--- src/rtl/config_stream_loader_pkg.sv ---
// Shared definitions for the configuration stream loader and the PE tiles.
// The tiles and the loader use the same section codes in config_addr[31:16].
// IDLE_SECTION matches no section, so the tiles ignore an idle bus.
// Also holds the loader state encoding and the checksum step helper.
package config_stream_loader_pkg;

  localparam logic [15:0] MAGIC        = 16'hC0F1;
  localparam logic [15:0] IDLE_SECTION = 16'h0000;

  localparam logic [15:0] CONFIG_SB  = 16'd7;
  localparam logic [15:0] CONFIG_CB0 = 16'd6;
  localparam logic [15:0] CONFIG_CB1 = 16'd5;
  localparam logic [15:0] CONFIG_CLB = 16'd4;

  localparam logic [31:0] IDLE_ADDR = {IDLE_SECTION, 16'h0000};

  typedef enum logic [2:0] {
    ST_HDR  = 3'd0,
    ST_ADDR = 3'd1,
    ST_DATA = 3'd2,
    ST_CHK  = 3'd3,
    ST_DONE = 3'd4,
    ST_ERR  = 3'd5
  } state_t;

  // Running stream checksum: XOR of every addr and data word.
  function automatic logic [31:0] checksum_step(input logic [31:0] sum,
                                                input logic [31:0] word);
    return sum ^ word;
  endfunction

endpackage

--- src/rtl/config_stream_loader.sv ---
// config_stream_loader
// Parses a valid/ready word stream of the form
//   {MAGIC, N}, N x (addr, data), checksum
// and broadcasts each addr/data pair to the tile array for exactly one cycle.
// Ports:
//   clk          clock
//   reset        asynchronous active-low reset
//   clear        synchronous abort/restart pulse, returns to header parsing
//   in_data      stream word
//   in_valid     in_data valid
//   in_ready     loader accepts a word this cycle
//   config_addr  {section, tile_id} to the tile array (idle section when no write)
//   config_data  config payload (holds last value when idle)
//   busy         stream past header and not yet finished
//   done         sticky: stream completed with a good checksum
//   error        sticky: bad magic or checksum mismatch
//   writes_done  pairs issued to the bus in the current stream
module config_stream_loader
  import config_stream_loader_pkg::*;
(
  input  logic        clk,
  input  logic        reset,
  input  logic        clear,
  input  logic [31:0] in_data,
  input  logic        in_valid,
  output logic        in_ready,
  output logic [31:0] config_addr,
  output logic [31:0] config_data,
  output logic        busy,
  output logic        done,
  output logic        error,
  output logic [15:0] writes_done
);

  state_t      state_r;
  state_t      next_state_s;
  logic        accept_s;
  logic        in_ready_s;
  logic        busy_s;
  logic        done_s;
  logic        error_s;

  logic        in_ready_r;
  logic        busy_r;
  logic        done_r;
  logic        error_r;
  logic [31:0] sum_r;
  logic [31:0] addr_r;
  logic [15:0] pairs_left_r;
  logic [15:0] writes_done_r;
  logic [31:0] config_addr_r;
  logic [31:0] config_data_r;

  assign accept_s = in_valid & in_ready_r;

  // State register.
  always_ff @(posedge clk or negedge reset) begin
    if (!reset) begin
      state_r <= ST_HDR;
    end else begin
      state_r <= next_state_s;
    end
  end

  // Next-state logic; clear overrides any accept in the same cycle.
  always_comb begin
    next_state_s = state_r;
    if (clear) begin
      next_state_s = ST_HDR;
    end else if (accept_s) begin
      case (state_r)
        ST_HDR: begin
          if (in_data[31:16] != MAGIC) begin
            next_state_s = ST_ERR;
          end else if (in_data[15:0] == 16'h0000) begin
            next_state_s = ST_CHK;
          end else begin
            next_state_s = ST_ADDR;
          end
        end
        ST_ADDR: next_state_s = ST_DATA;
        ST_DATA: begin
          if (pairs_left_r == 16'd1) begin
            next_state_s = ST_CHK;
          end else begin
            next_state_s = ST_ADDR;
          end
        end
        ST_CHK: begin
          if (in_data == sum_r) begin
            next_state_s = ST_DONE;
          end else begin
            next_state_s = ST_ERR;
          end
        end
        default: next_state_s = state_r;
      endcase
    end else begin
      next_state_s = state_r;
    end
  end

  // Status outputs decoded from the next state so they register alongside it.
  always_comb begin
    in_ready_s = 1'b0;
    busy_s     = 1'b0;
    done_s     = 1'b0;
    error_s    = 1'b0;
    case (next_state_s)
      ST_HDR:  in_ready_s = 1'b1;
      ST_ADDR,
      ST_DATA,
      ST_CHK: begin
        in_ready_s = 1'b1;
        busy_s     = 1'b1;
      end
      ST_DONE: done_s  = 1'b1;
      ST_ERR:  error_s = 1'b1;
      default: in_ready_s = 1'b0;
    endcase
  end

  // Registered status flags; in_ready stays low while reset is asserted.
  always_ff @(posedge clk or negedge reset) begin
    if (!reset) begin
      in_ready_r <= 1'b0;
      busy_r     <= 1'b0;
      done_r     <= 1'b0;
      error_r    <= 1'b0;
    end else begin
      in_ready_r <= in_ready_s;
      busy_r     <= busy_s;
      done_r     <= done_s;
      error_r    <= error_s;
    end
  end

  // Datapath: checksum, pair counter, address latch and the one-cycle bus write.
  always_ff @(posedge clk or negedge reset) begin
    if (!reset) begin
      sum_r         <= 32'h0000_0000;
      addr_r        <= 32'h0000_0000;
      pairs_left_r  <= 16'h0000;
      writes_done_r <= 16'h0000;
      config_addr_r <= IDLE_ADDR;
      config_data_r <= 32'h0000_0000;
    end else if (clear) begin
      // A write already on the bus this cycle finishes; the next cycle is idle.
      sum_r         <= 32'h0000_0000;
      pairs_left_r  <= 16'h0000;
      writes_done_r <= 16'h0000;
      config_addr_r <= IDLE_ADDR;
    end else begin
      // Bus returns to idle unless a data word is accepted this cycle.
      config_addr_r <= IDLE_ADDR;
      if (accept_s) begin
        case (state_r)
          ST_HDR: begin
            pairs_left_r  <= in_data[15:0];
            sum_r         <= 32'h0000_0000;
            writes_done_r <= 16'h0000;
          end
          ST_ADDR: begin
            addr_r <= in_data;
            sum_r  <= checksum_step(sum_r, in_data);
          end
          ST_DATA: begin
            sum_r         <= checksum_step(sum_r, in_data);
            pairs_left_r  <= pairs_left_r - 16'd1;
            writes_done_r <= writes_done_r + 16'd1;
            config_addr_r <= addr_r;
            config_data_r <= in_data;
          end
          default: sum_r <= sum_r;
        endcase
      end else begin
        sum_r <= sum_r;
      end
    end
  end

  assign in_ready    = in_ready_r;
  assign busy        = busy_r;
  assign done        = done_r;
  assign error       = error_r;
  assign writes_done = writes_done_r;
  assign config_addr = config_addr_r;
  assign config_data = config_data_r;

endmodule

--- config.mk ---
export PLATFORM = sky130hd
export DESIGN_NAME = config_stream_loader
export DESIGN_NICKNAME = d
export VERILOG_FILES = /design/src/rtl/config_stream_loader_pkg.sv /design/src/rtl/config_stream_loader.sv
export SDC_FILE = /design/constraint.sdc
export NUM_CORES = 1
export LEC_CHECK = 0
export CORE_UTILIZATION = 50
export CTS_CLUSTER_SIZE = 20
export DETAILED_ROUTE_END_ITERATION = 7
export PLACE_DENSITY = 0.81
export SYNTH_ARGS = -nofsm -noshare
export SYNTH_HDL_FRONTEND = slang
export SYNTH_SLANG_ARGS = --single-unit
export TNS_END_PERCENT = 1
--- constraint.sdc ---
create_clock -name clk -period 3.9 [get_ports clk]
set_input_delay 0.585 -clock clk [delete_from_list [all_inputs] [get_ports clk]]
set_output_delay 0.585 -clock clk [all_outputs]
set_load 0.03 [all_outputs]
==> qor.csv <==
metric;value;unit
root buf cell;clkbuf_16;
CTS buffer count;17;
crit share post-route;0.694;
minimum clock period;2.71;ns
R2R cell count;5;
CP Launch Type;flop;
dpl cell area;8950;sq um
Post-CTS Setup Bufs;0;
Buffers on Ports;119;
Worst-Skew Late Latency;0.43;ns
die width;126;microns
DIE AREA;15800;sq um
Worst-path clk slew;0.06;ns
antenna viol nets, final;0;
area of the multi-input gates;3230;sq um
CTS tree;yes;
CP Max Fanout;21;
Seq/Total Area, Yosys;0.546;
WL/cell;17.2;microns
crit end category;flop;
critical path type;flop to flop;
Post-synth EDFFs;0;
DRC;0;
fin util;0.647;
Core Region;14800;sq um
Final Hold Viols;0;
GPL Wtd Cong;0.847;
Tot GR Track Use;0.244;
Critical Path AT;3.02;ns
DR pass1 iterations;5;
Post-Route Setup TNS;0;ns
Final Instance Area;9550;sq um
Final Skew;0.00603;ns
slew margin rel.;0.391;
I/O pin cnt;120;
hpwl dp;12100;microns
net count after synthesis;815;
Area Overhead vs Synth;24.8;%
Min-Delay Path Class;input pin to asynchronous set/reset pin;
Seq cells post-synth;167;
Synth Warn #;0;
Slew @ Worst Pin;0.914;ns
row cnt;44;
Final Setup Violations;0;
Synth Flop Type;dfrtp_1;
Reg area;4180;sq um
vias in the first global route;5838;
Via-to-Cell Ratio;5.68;
RSZ-0062 raised after global routing;no;
synth unique cells;59;
Synth async-reset ratio;1.00;
via count;6068;
share of post-route cells with drive strength above 1;0.103;
Max Root-Sink Buffers;2;
Avg Inst Size Synth;9.87;sq um
antenna violations before repair;0;
cts hold-fix bufs;0;
Max rail drop VDD;342;uV
first-pass GRT wire length;30300;microns
nets;914;
Initial Utilization;0.519;
P per Cell Area;533;nW/um^2
fin. max-slew vios;0;
Mapped Cells;776;
Die H;126;microns
clk sinks;167;
P_leak;0.00433;uW
FILL cells;1182;
CTS resizes;0;
final WL;18400;microns
fmax;369;MHz
Max Cap Viol;0;
outcome;finished, final reports clean;
DR iter-0 viols;541;
grt ovf;0;
# diodes;0;
Critical Path RT;4.21;ns
H-tree depth reported by CTS;4;
largest net degree at the start of global routing;84;
mapped cell area;7660;sq um
-- layout make-up --
type | instances | share of cell area
Clock buffer | 21 | 0.0503
Clock inverter | 8 | 0.0127
Inverter | 6 | 0.00236
Multi-Input combinational cell | 551 | 0.338
Sequential cell | 167 | 0.437
Tap cell | 184 | 0.0241
Timing Repair Buffer | 132 | 0.135
-- path summary, 6_finish.rpt --
check,to,startpoint,slack (ns)
min in group clk,config_addr[0],addr_r[0],0.47
worst max register to register,config_data[12],state_r[0],1.19
worst min register to register,config_addr[0],addr_r[0],0.47
max in group asynchronous,sum_r[10],reset,2.78
worst max-delay path,config_data[12],state_r[0],1.19
worst min-delay path,config_data[30],reset,0.20
-- registers in the layout, summed over array words and instances (netlist names) --
register / flops
config_data: 32
busy: 1
state_r: 3
pairs_left_r: 16
writes_done: 16
config_addr: 32
addr_r: 32
in_ready: 1
sum_r: 32
done: 1
error: 1
-- routing by layer --
metal  GRT usage  vias up  part of all wire
li1            -     2835                 -
met1       0.351     2976              0.47
met2       0.371      229              0.46
met3      0.0433       28             0.056
met4      0.0900        0             0.018
met5           0        -                 0
-- stage by stage --
step | cells | hold WS (ns) | total power (uW) | setup slack [ns]
after floorplan | 776 | 0.289 | 2940 | 2.10
after global placement | 1040 | 0.458 | 3350 | 1.16
after detailed placement | 1040 | 0.462 | 3400 | 1.13
after CTS | 1069 | 0.227 | 5120 | 1.18
after global routing | 1069 | 0.267 | 5330 | 1.08
final | 1069 | 0.198 | 5100 | 1.19
-- layout by cell type (no fill, tap or decap), types with 5 or more instances in the layout --
cell type	instances
and2_1	35
nand4_1	15
nor3_1	5
nand3_1	8
clkdlybuf4s50_1	118
xor2_1	40
a21oi_1	18
buf_4	13
o21ai_0	51
mux2_2	30
nor4_1	13
nor2_1	67
inv_1	6
a22oi_1	6
clkbuf_16	17
nand2_1	153
o21ai_1	35
dfrtp_1	167
-- Yosys cell counts (4+ instances only) --
| cell type | instances | area [sq um] |
|---|---|---|
| inv_1 | 6 | 22.5 |
| nand4_1 | 15 | 93.8 |
| dfrtp_1 | 167 | 4180 |
| clkbuf_1 | 31 | 116 |
| o21ai_1 | 35 | 175 |
| and2_1 | 35 | 219 |
| nand3_1 | 9 | 45.0 |
| nor4_1 | 13 | 81.3 |
| buf_2 | 16 | 80.1 |
| xor2_1 | 40 | 350 |
| mux2_2 | 30 | 338 |
| o31ai_1 | 4 | 30.0 |
| a22oi_1 | 6 | 45.0 |
| nor3_1 | 5 | 25.0 |
| nor2_1 | 67 | 251 |
| a211oi_1 | 4 | 30.0 |
| nand2_1 | 153 | 574 |
| a21oi_1 | 18 | 90.1 |
| o21ai_0 | 51 | 255 |
-- cells by family after synthesis --
family	synth area share
AND/OR/NAND/NOR	0.210
multiplexers	0.0498
adder cells (fa/ha/maj)	0.00490
buffers and inverters	0.0345
flip-flops	0.546
AO/OA/AOI/OAI	0.106
XOR/XNOR	0.0492
-- power breakdown --
part | switching [uW] | total, uW | internal [uW]
clock network | 663 | 1730 | 1060
registers | 192 | 2240 | 2040
logic | 635 | 1130 | 498
total | 1490 | 5100 | 3610
-- critical path, cell delays in order, from the launching register on --
cell	delay, ns
dfrtp_1	0.52
or3b_1	0.71
or3_1	0.81
buf_4	0.38
nand2_1	0.08
nand2_1	0.07
No activity file was read; power rests on OpenSTA's default activity.
